[config.mk]
export PLATFORM = sky130hd
export DESIGN_NAME = multicycle_control_fsm_flat
export DESIGN_NICKNAME = d
export VERILOG_FILES = /design/src/rtl/multicycle_control_fsm_if.sv /design/src/rtl/multicycle_control_fsm.sv /design/src/flat_wrapper.sv
export SDC_FILE = /design/constraint.sdc
export NUM_CORES = 1
export LEC_CHECK = 0
export ABC_CLOCK_PERIOD_IN_PS = 2300
export BUFFER_PORTS_ARGS = -buffer_cell sky130_fd_sc_hd__buf_4
export CORE_MARGIN = 10
export CORE_UTILIZATION = 51
export DETAILED_ROUTE_END_ITERATION = 10
export PLACE_DENSITY = 0.9
export SETUP_SLACK_MARGIN = 0.05
export SYNTH_ARGS = -nofsm -noshare
export SYNTH_HDL_FRONTEND = slang
export SYNTH_SLANG_ARGS = --single-unit
[constraint.sdc]
create_clock -name clk -period 2.3 [get_ports clk]
set_clock_uncertainty 0.05 [all_clocks]
set_input_delay 0 -clock clk [delete_from_list [all_inputs] [get_ports clk]]
set_output_delay 0 -clock clk [all_outputs]
set_load 0.005 [all_outputs]
[src/rtl/multicycle_control_fsm_if.sv]
// ---------------------------------------------------------------------------
// multicycle_control_fsm_if
// Bundle between the multi-cycle sequencer and the MIPS datapath/memory.
//   opcode_i, mem_ready_i      : datapath/memory -> sequencer
//   pc_write*/i_or_d/mem_*     : PC and shared memory port control
//   ir_write/reg_*/mem_to_reg  : instruction and register file control
//   alu_src_*/alu_op/pc_source : shared ALU and PC mux control
//   instr_done/illegal_op/bus_err/state : status and debug
// Modports: slave = sequencer, master = datapath side (or a testbench).
// ---------------------------------------------------------------------------
interface multicycle_control_fsm_if;
  logic [5:0] opcode_i;
  logic       mem_ready_i;
  logic       pc_write_o;
  logic       pc_write_cond_eq_o;
  logic       pc_write_cond_ne_o;
  logic       i_or_d_o;
  logic       mem_read_o;
  logic       mem_write_o;
  logic       ir_write_o;
  logic       reg_write_o;
  logic [1:0] reg_dst_o;
  logic [1:0] mem_to_reg_o;
  logic       alu_src_a_o;
  logic [1:0] alu_src_b_o;
  logic [3:0] alu_op_o;
  logic [1:0] pc_source_o;
  logic       instr_done_o;
  logic       illegal_op_o;
  logic       bus_err_o;
  logic [3:0] state_o;

  modport slave (
    input  opcode_i, mem_ready_i,
    output pc_write_o, pc_write_cond_eq_o, pc_write_cond_ne_o, i_or_d_o,
           mem_read_o, mem_write_o, ir_write_o, reg_write_o, reg_dst_o,
           mem_to_reg_o, alu_src_a_o, alu_src_b_o, alu_op_o, pc_source_o,
           instr_done_o, illegal_op_o, bus_err_o, state_o
  );

  modport master (
    output opcode_i, mem_ready_i,
    input  pc_write_o, pc_write_cond_eq_o, pc_write_cond_ne_o, i_or_d_o,
           mem_read_o, mem_write_o, ir_write_o, reg_write_o, reg_dst_o,
           mem_to_reg_o, alu_src_a_o, alu_src_b_o, alu_op_o, pc_source_o,
           instr_done_o, illegal_op_o, bus_err_o, state_o
  );
endinterface

[src/rtl/multicycle_control_fsm.sv]
// ---------------------------------------------------------------------------
// multicycle_control_fsm
// Moore-style multi-cycle sequencer for the MIPS core. Steps each instruction
// through fetch/decode/execute/memory/writeback, time-sharing one memory
// port and one ALU. Memory states wait on mem_ready_i with a timeout trap;
// unknown opcodes trap as illegal.
// Ports:
//   clk   : system clock, rising edge
//   reset : asynchronous active-low reset
//   bus   : slave modport of multicycle_control_fsm_if (opcode, ready,
//           all datapath controls, sticky traps, debug state)
//
// state    | meaning
// ---------+-------------------------------------------------------------
// RESET    | one idle cycle after reset release
// FETCH    | read instruction at PC, PC <= PC+4 on ready
// DECODE   | ALUOut <= branch target, dispatch on opcode
// EXEC_R   | R-type ALU operation (funct driven)
// EXEC_I   | immediate ALU operation
// ALU_WB   | write ALUOut to rd (R-type) or rt (immediate)
// MEM_ADDR | ALUOut <= A + sign-ext imm
// MEM_RD   | data read at ALUOut, waits on ready
// MEM_WB   | write MDR to rt
// MEM_WR   | data write at ALUOut, waits on ready
// BRANCH   | compare A-B, conditional PC load from ALUOut
// JUMP     | PC <= jump target
// JAL      | $31 <= PC, PC <= jump target
// TRAP     | illegal opcode or bus timeout, holds until reset
// ---------------------------------------------------------------------------
module multicycle_control_fsm #(
  parameter int MEM_WAIT_MAX = 15,
  parameter int WAIT_W       = 4
) (
  input logic                     clk,
  input logic                     reset,
  multicycle_control_fsm_if.slave bus
);

  typedef enum logic [3:0] {
    S_RESET    = 4'd0,
    S_FETCH    = 4'd1,
    S_DECODE   = 4'd2,
    S_EXEC_R   = 4'd3,
    S_EXEC_I   = 4'd4,
    S_ALU_WB   = 4'd5,
    S_MEM_ADDR = 4'd6,
    S_MEM_RD   = 4'd7,
    S_MEM_WB   = 4'd8,
    S_MEM_WR   = 4'd9,
    S_BRANCH   = 4'd10,
    S_JUMP     = 4'd11,
    S_JAL      = 4'd12,
    S_TRAP     = 4'd13
  } state_t;

  localparam logic [WAIT_W-1:0] WAIT_LIM = WAIT_W'(MEM_WAIT_MAX);

  state_t            state_q, state_d;
  logic [WAIT_W-1:0] wait_q, wait_d;
  logic              illegal_q, illegal_d;
  logic              bus_err_q, bus_err_d;

  logic       pc_write, cond_eq, cond_ne, i_or_d, mem_read, mem_write;
  logic       ir_write, reg_write, alu_src_a, instr_done;
  logic [1:0] reg_dst, mem_to_reg, alu_src_b, pc_source;
  logic [3:0] alu_op;
  logic       in_wait;
  logic       timeout;

  logic [5:0] op;
  logic       rdy;
  assign op  = bus.opcode_i;
  assign rdy = bus.mem_ready_i;

  // Ready on the limit cycle still wins because timeout requires !rdy.
  assign timeout = (MEM_WAIT_MAX != 0) && !rdy && (wait_q == WAIT_LIM);

  always_ff @(posedge clk or negedge reset) begin
    if (!reset) begin
      state_q   <= S_RESET;
      wait_q    <= '0;
      illegal_q <= 1'b0;
      bus_err_q <= 1'b0;
    end else begin
      state_q   <= state_d;
      wait_q    <= wait_d;
      illegal_q <= illegal_d;
      bus_err_q <= bus_err_d;
    end
  end

  always_comb begin
    state_d    = state_q;
    illegal_d  = illegal_q;
    bus_err_d  = bus_err_q;
    in_wait    = 1'b0;
    pc_write   = 1'b0;
    cond_eq    = 1'b0;
    cond_ne    = 1'b0;
    i_or_d     = 1'b0;
    mem_read   = 1'b0;
    mem_write  = 1'b0;
    ir_write   = 1'b0;
    reg_write  = 1'b0;
    reg_dst    = 2'b00;
    mem_to_reg = 2'b00;
    alu_src_a  = 1'b0;
    alu_src_b  = 2'b00;
    alu_op     = 4'b0000;
    pc_source  = 2'b00;
    instr_done = 1'b0;

    case (state_q)
      S_RESET: state_d = S_FETCH;

      S_FETCH: begin
        in_wait   = 1'b1;
        mem_read  = 1'b1;
        alu_src_b = 2'b01;
        ir_write  = rdy;
        pc_write  = rdy;
        if (rdy) begin
          state_d = S_DECODE;
        end else if (timeout) begin
          state_d   = S_TRAP;
          bus_err_d = 1'b1;
        end
      end

      S_DECODE: begin
        alu_src_b = 2'b11;
        case (op)
          6'h00:                      state_d = S_EXEC_R;
          6'h08, 6'h0d, 6'h0f, 6'h0c: state_d = S_EXEC_I;
          6'h23, 6'h2b:               state_d = S_MEM_ADDR;
          6'h04, 6'h05:               state_d = S_BRANCH;
          6'h02:                      state_d = S_JUMP;
          6'h03:                      state_d = S_JAL;
          default: begin
            state_d   = S_TRAP;
            illegal_d = 1'b1;
          end
        endcase
      end

      S_EXEC_R: begin
        alu_src_a = 1'b1;
        alu_op    = 4'b1111;
        state_d   = S_ALU_WB;
      end

      S_EXEC_I: begin
        alu_src_a = 1'b1;
        alu_src_b = 2'b10;
        case (op)
          6'h0d:   alu_op = 4'b0001;
          6'h0f:   alu_op = 4'b0010;
          6'h0c:   alu_op = 4'b0011;
          default: alu_op = 4'b0000;
        endcase
        state_d = S_ALU_WB;
      end

      S_ALU_WB: begin
        reg_write  = 1'b1;
        reg_dst    = (op == 6'h00) ? 2'b01 : 2'b00;
        instr_done = 1'b1;
        state_d    = S_FETCH;
      end

      S_MEM_ADDR: begin
        alu_src_a = 1'b1;
        alu_src_b = 2'b10;
        state_d   = (op == 6'h23) ? S_MEM_RD : S_MEM_WR;
      end

      S_MEM_RD: begin
        in_wait  = 1'b1;
        i_or_d   = 1'b1;
        mem_read = 1'b1;
        if (rdy) begin
          state_d = S_MEM_WB;
        end else if (timeout) begin
          state_d   = S_TRAP;
          bus_err_d = 1'b1;
        end
      end

      S_MEM_WB: begin
        reg_write  = 1'b1;
        mem_to_reg = 2'b01;
        instr_done = 1'b1;
        state_d    = S_FETCH;
      end

      S_MEM_WR: begin
        in_wait   = 1'b1;
        i_or_d    = 1'b1;
        mem_write = 1'b1;
        if (rdy) begin
          instr_done = 1'b1;
          state_d    = S_FETCH;
        end else if (timeout) begin
          state_d   = S_TRAP;
          bus_err_d = 1'b1;
        end
      end

      S_BRANCH: begin
        alu_src_a  = 1'b1;
        alu_op     = 4'b0110;
        pc_source  = 2'b01;
        cond_eq    = (op == 6'h04);
        cond_ne    = (op == 6'h05);
        instr_done = 1'b1;
        state_d    = S_FETCH;
      end

      S_JUMP: begin
        pc_write   = 1'b1;
        pc_source  = 2'b10;
        instr_done = 1'b1;
        state_d    = S_FETCH;
      end

      // Register file takes PC (already PC+4) at the same edge the PC loads.
      S_JAL: begin
        pc_write   = 1'b1;
        pc_source  = 2'b10;
        reg_write  = 1'b1;
        reg_dst    = 2'b10;
        mem_to_reg = 2'b10;
        instr_done = 1'b1;
        state_d    = S_FETCH;
      end

      S_TRAP:  state_d = S_TRAP;

      default: state_d = S_RESET;
    endcase
  end

  // Counter restarts on every state change so each memory state gets a full
  // wait budget; saturates so a disabled timeout never wraps.
  always_comb begin
    wait_d = wait_q;
    if (state_d != state_q) begin
      wait_d = '0;
    end else if (in_wait && !rdy && (wait_q != '1)) begin
      wait_d = wait_q + 1'b1;
    end
  end

  assign bus.pc_write_o         = pc_write;
  assign bus.pc_write_cond_eq_o = cond_eq;
  assign bus.pc_write_cond_ne_o = cond_ne;
  assign bus.i_or_d_o           = i_or_d;
  assign bus.mem_read_o         = mem_read;
  assign bus.mem_write_o        = mem_write;
  assign bus.ir_write_o         = ir_write;
  assign bus.reg_write_o        = reg_write;
  assign bus.reg_dst_o          = reg_dst;
  assign bus.mem_to_reg_o       = mem_to_reg;
  assign bus.alu_src_a_o        = alu_src_a;
  assign bus.alu_src_b_o        = alu_src_b;
  assign bus.alu_op_o           = alu_op;
  assign bus.pc_source_o        = pc_source;
  assign bus.instr_done_o       = instr_done;
  assign bus.illegal_op_o       = illegal_q;
  assign bus.bus_err_o          = bus_err_q;
  assign bus.state_o            = state_q;

endmodule

[src/flat_wrapper.sv]
// flat-port wrapper written by rule: the top's interface ports become plain ports
module multicycle_control_fsm_flat 
#(
  parameter int MEM_WAIT_MAX = 15,
  parameter int WAIT_W       = 4
)
  (clk, reset, bus_opcode_i, bus_mem_ready_i, bus_pc_write_o, bus_pc_write_cond_eq_o, bus_pc_write_cond_ne_o, bus_i_or_d_o, bus_mem_read_o, bus_mem_write_o, bus_ir_write_o, bus_reg_write_o, bus_reg_dst_o, bus_mem_to_reg_o, bus_alu_src_a_o, bus_alu_src_b_o, bus_alu_op_o, bus_pc_source_o, bus_instr_done_o, bus_illegal_op_o, bus_bus_err_o, bus_state_o);
  multicycle_control_fsm_if bus_i ();
  input logic clk;
  input logic reset;
  input wire logic [$bits(bus_i.opcode_i)-1:0] bus_opcode_i;
  input wire logic [$bits(bus_i.mem_ready_i)-1:0] bus_mem_ready_i;
  output wire logic [$bits(bus_i.pc_write_o)-1:0] bus_pc_write_o;
  output wire logic [$bits(bus_i.pc_write_cond_eq_o)-1:0] bus_pc_write_cond_eq_o;
  output wire logic [$bits(bus_i.pc_write_cond_ne_o)-1:0] bus_pc_write_cond_ne_o;
  output wire logic [$bits(bus_i.i_or_d_o)-1:0] bus_i_or_d_o;
  output wire logic [$bits(bus_i.mem_read_o)-1:0] bus_mem_read_o;
  output wire logic [$bits(bus_i.mem_write_o)-1:0] bus_mem_write_o;
  output wire logic [$bits(bus_i.ir_write_o)-1:0] bus_ir_write_o;
  output wire logic [$bits(bus_i.reg_write_o)-1:0] bus_reg_write_o;
  output wire logic [$bits(bus_i.reg_dst_o)-1:0] bus_reg_dst_o;
  output wire logic [$bits(bus_i.mem_to_reg_o)-1:0] bus_mem_to_reg_o;
  output wire logic [$bits(bus_i.alu_src_a_o)-1:0] bus_alu_src_a_o;
  output wire logic [$bits(bus_i.alu_src_b_o)-1:0] bus_alu_src_b_o;
  output wire logic [$bits(bus_i.alu_op_o)-1:0] bus_alu_op_o;
  output wire logic [$bits(bus_i.pc_source_o)-1:0] bus_pc_source_o;
  output wire logic [$bits(bus_i.instr_done_o)-1:0] bus_instr_done_o;
  output wire logic [$bits(bus_i.illegal_op_o)-1:0] bus_illegal_op_o;
  output wire logic [$bits(bus_i.bus_err_o)-1:0] bus_bus_err_o;
  output wire logic [$bits(bus_i.state_o)-1:0] bus_state_o;
  assign bus_i.opcode_i = bus_opcode_i;
  assign bus_i.mem_ready_i = bus_mem_ready_i;
  assign bus_pc_write_o = bus_i.pc_write_o;
  assign bus_pc_write_cond_eq_o = bus_i.pc_write_cond_eq_o;
  assign bus_pc_write_cond_ne_o = bus_i.pc_write_cond_ne_o;
  assign bus_i_or_d_o = bus_i.i_or_d_o;
  assign bus_mem_read_o = bus_i.mem_read_o;
  assign bus_mem_write_o = bus_i.mem_write_o;
  assign bus_ir_write_o = bus_i.ir_write_o;
  assign bus_reg_write_o = bus_i.reg_write_o;
  assign bus_reg_dst_o = bus_i.reg_dst_o;
  assign bus_mem_to_reg_o = bus_i.mem_to_reg_o;
  assign bus_alu_src_a_o = bus_i.alu_src_a_o;
  assign bus_alu_src_b_o = bus_i.alu_src_b_o;
  assign bus_alu_op_o = bus_i.alu_op_o;
  assign bus_pc_source_o = bus_i.pc_source_o;
  assign bus_instr_done_o = bus_i.instr_done_o;
  assign bus_illegal_op_o = bus_i.illegal_op_o;
  assign bus_bus_err_o = bus_i.bus_err_o;
  assign bus_state_o = bus_i.state_o;
  multicycle_control_fsm #(.MEM_WAIT_MAX(MEM_WAIT_MAX), .WAIT_W(WAIT_W)) u_core (.clk(clk), .reset(reset), .bus(bus_i));
endmodule
==> flow_metrics.env <==
export IMPL_cts_clk_slew_worst_paths_ps=70
export IMPL_period_share_pct=92.26
export IMPL_synth_edf_count=0
export IMPL_place_gp_congestion=0.9366
export IMPL_critPathMaxStageDelay_ps=480
export IMPL_power_per_cell_area_nw_per_um2=879.8
export IMPL_grt_pass1_vias=1182
export IMPL_synth_seq_cells=10
export IMPL_cts_buffer_depth=2
export IMPL_start_util_pct=54.29
export IMPL_synthSimpleGateAreaFrac_pct=38.08
export IMPL_syn_instance_count=154
export IMPL_grt_overflow=0
export IMPL_relSlewSlack_pct=67.04
export IMPL_path_max_fanout=13
export IMPL_r2r_end="u_core.wait_q[0]"
export IMPL_grt_start_max_net_pins=19
export IMPL_ios=37
export IMPL_synth_adder_area_share_pct=1.032
export IMPL_syn_area_um2=1212
export IMPL_synth_top_family_by_area="simple AND/OR/NAND/NOR gates"
export IMPL_synth_area_mux_share_pct=2.890
export IMPL_synth_xor_area_share_pct=3.612
export IMPL_grtUsageTotal_pct=14.24
export IMPL_post_drt_wl_per_cell_um=15.76
export IMPL_cp_cell_sequence="buf_4 > or3_1 > or3_1 > o31ai_1 > buf_4"
export IMPL_layout_drive_gt1_share_pct=34.22
export IMPL_cp_start_kind="flip-flop"
export IMPL_tightest_slew_ps=489.9
export IMPL_die_area_um2=4727
export IMPL_rows=17
export IMPL_fmax_mhz=471.3
export IMPL_cts_made_buffers=3
export IMPL_maxCapViolations=0
export IMPL_min_path_type="input port to async pin"
export IMPL_cts_root_buffer="clkbuf_4"
export IMPL_drc=0
export IMPL_required_ps=2250
export IMPL_status="complete, no violations"
export IMPL_layout_min_cycle_time_ps=2122
export IMPL_peakVddDrop_v=0.0006188
export IMPL_hold_violations=0
export IMPL_syn_nets=164
export IMPL_drtAntennaViolNets=0
export IMPL_power_leakage_nw=0.6831
export IMPL_port_buffers=36
export IMPL_ys_types=59
export IMPL_syn_avg_cell_area_um2=7.873
export IMPL_fin_nets=198
export IMPL_reg2reg_from="u_core.wait_q[0]"
export IMPL_cp_end_kind="output port"
export IMPL_core_area_um2=2233
export IMPL_fin_setup_tns_ps=0
export IMPL_grt_pass1_wl_mm=5.388
export IMPL_critical_path_class="flip-flop to output port"
export IMPL_maxSlewViolCount=0
export IMPL_cts_tree="done"
export IMPL_hpwl_mm=2.793
export IMPL_cts_sinks=10
export IMPL_path_depth=5
export IMPL_synth_compound_area_share_pct=25.39
export IMPL_most_common_layout_cells="40 x buf_4, 18 x nor2_1, 11 x nand2_1"
export IMPL_path_buf_inv=2
export IMPL_slowest_stage="dfrtp_2"
export IMPL_num_antenna_cells=0
export IMPL_htree_num_levels=1
export IMPL_yosys_most_used_dff="dfrtp_1"
export IMPL_whs_ps=36.13
export IMPL_ys_seq_area_share_pct=20.64
export IMPL_reg2reg_depth=7
export IMPL_syn2layout_area_growth_pct=25.08
export IMPL_rsz0062_at_grt="no"
export IMPL_via_count=1263
export IMPL_finalSetupViolCount=0
export IMPL_drt_initial_drc_count=63
export IMPL_avgViaCountPerCell=5.874
export IMPL_arrival_ps=2070
export IMPL_antenna_found_initial=0
export IMPL_ys_warn_count=0
export IMPL_routed_wl_mm=3.389
export IMPL_clk_latency_ps=270
export IMPL_firstDrtPassIters=4
export IMPL_r2r_setup_slack_ps=340
export IMPL_dieHeight_um=68.76
export IMPL_final_common_cell="buf_4"
export IMPL_die_w_um=68.76
export IMPL_crit_family="simple AND/OR/NAND/NOR gates"
export IMPL_synthArstFlopShare_pct=100.0
==> registers in the layout, indices dropped and copies added, names as in the netlist <==
name	cells
u_core.bus.bus_err_o	1
u_core.bus.illegal_op_o	1
u_core.wait_q	4
u_core.bus.state_o	4
==> metrics by stage <==
step,instances,total power (W),setup WS (ps),utilization (%),area [um2]
floorplan,154,0.0008622,473.8,-,1212
global placement,210,0.001156,405.0,65.77,1469
detailed placement,210,0.001179,353.3,65.77,1469
CTS,215,0.001342,122.4,67.84,1515
global route,215,0.001440,81.32,67.90,1516
finish,215,0.001334,178.1,67.90,1516
==> routing by layer <==
metal,up-vias,track usage [%],share of wire [%]
li1,625,-,-
met1,595,16.22,41
met2,41,25.12,50
met3,2,3.060,8.2
met4,0,5.911,0.86
met5,-,0,0
==> cells in the mapped netlist, types with 2 or more instances <==
| cell | number | share of area (%) |
|---|---|---|
| nor2_1 | 18 | 5.6 |
| nand2_1 | 11 | 3.4 |
| dfrtp_1 | 10 | 21 |
| nor3_1 | 10 | 4.1 |
| a21oi_1 | 8 | 3.3 |
| buf_2 | 6 | 2.5 |
| a211oi_1 | 5 | 3.1 |
| inv_1 | 5 | 1.5 |
| nand2b_1 | 5 | 2.6 |
| o21ai_0 | 5 | 2.1 |
| nand3b_1 | 4 | 2.5 |
| nor2b_1 | 4 | 2.1 |
| or3_1 | 4 | 2.1 |
| xor2_1 | 4 | 2.9 |
| buf_6 | 3 | 2.8 |
| or2_2 | 3 | 1.5 |
| a21boi_0 | 2 | 1.2 |
| mux2i_1 | 2 | 1.7 |
| nand4_1 | 2 | 1.0 |
| o211ai_1 | 2 | 1.2 |
| o21ai_2 | 2 | 1.4 |
| o31ai_1 | 2 | 1.2 |
==> report_power, final <==
part	leakage, nW	total (W)	internal [W]	switching (W)
logic	0.535	0.000915	0.000419	0.000496
clock network	0.0210	0.000158	0.0000962	0.0000617
registers	0.127	0.000261	0.000210	0.0000510
==> worst max-delay path by stage <==
stage	startpoint	end	slack, ps
6_report	u_core.bus.state_o[1]	bus_alu_op_o[1]	180
5_1_grt	u_core.bus.state_o[1]	bus_alu_op_o[1]	80
4_1_cts	u_core.bus.state_o[1]	bus_alu_op_o[1]	120
3_5_place_dp	u_core.wait_q[0]	u_core.wait_q[0]	350
3_3_place_gp	u_core.wait_q[0]	u_core.wait_q[0]	400
2_1_floorplan	u_core.bus.state_o[3]	u_core.wait_q[0]	470
==> kinds of logic after synthesis <==
family / count (synthesis)
AND/OR/NAND/NOR: 77
AO/OA/AOI/OAI: 40
buffers and inverters: 18
flip-flops: 10
XOR/XNOR: 5
multiplexers: 3
adder cells (fa/ha/maj): 1
==> cell type report <==
type / instances / area, um2
clock buffer: 4 / 36.28
fill: 180 / 716.9
inverter: 6 / 22.52
multi-input combinational: 126 / 860.8
sequential: 10 / 251.5
tap: 28 / 35.03
timing repair buffer: 41 / 310.3
==> repair_timing <==
item / in CTS / in global routing
endpoints found under the setup margin: 0 / 1
hold buffers: 1 / 0
endpoints found under the hold margin: 10 / 0
resized for setup: 0 / 1
setup buffers: 0 / 0
==> worst register-to-register path: stages (launching register included) <==
cell	delay [ps]
dfrtp_1	420
ha_1	300
and4b_1	200
o21ai_0	140
o211ai_1	160
a211oi_2	250
o21ai_2	120
a211oi_1	240
No activity file was read; power rests on OpenSTA's default activity.
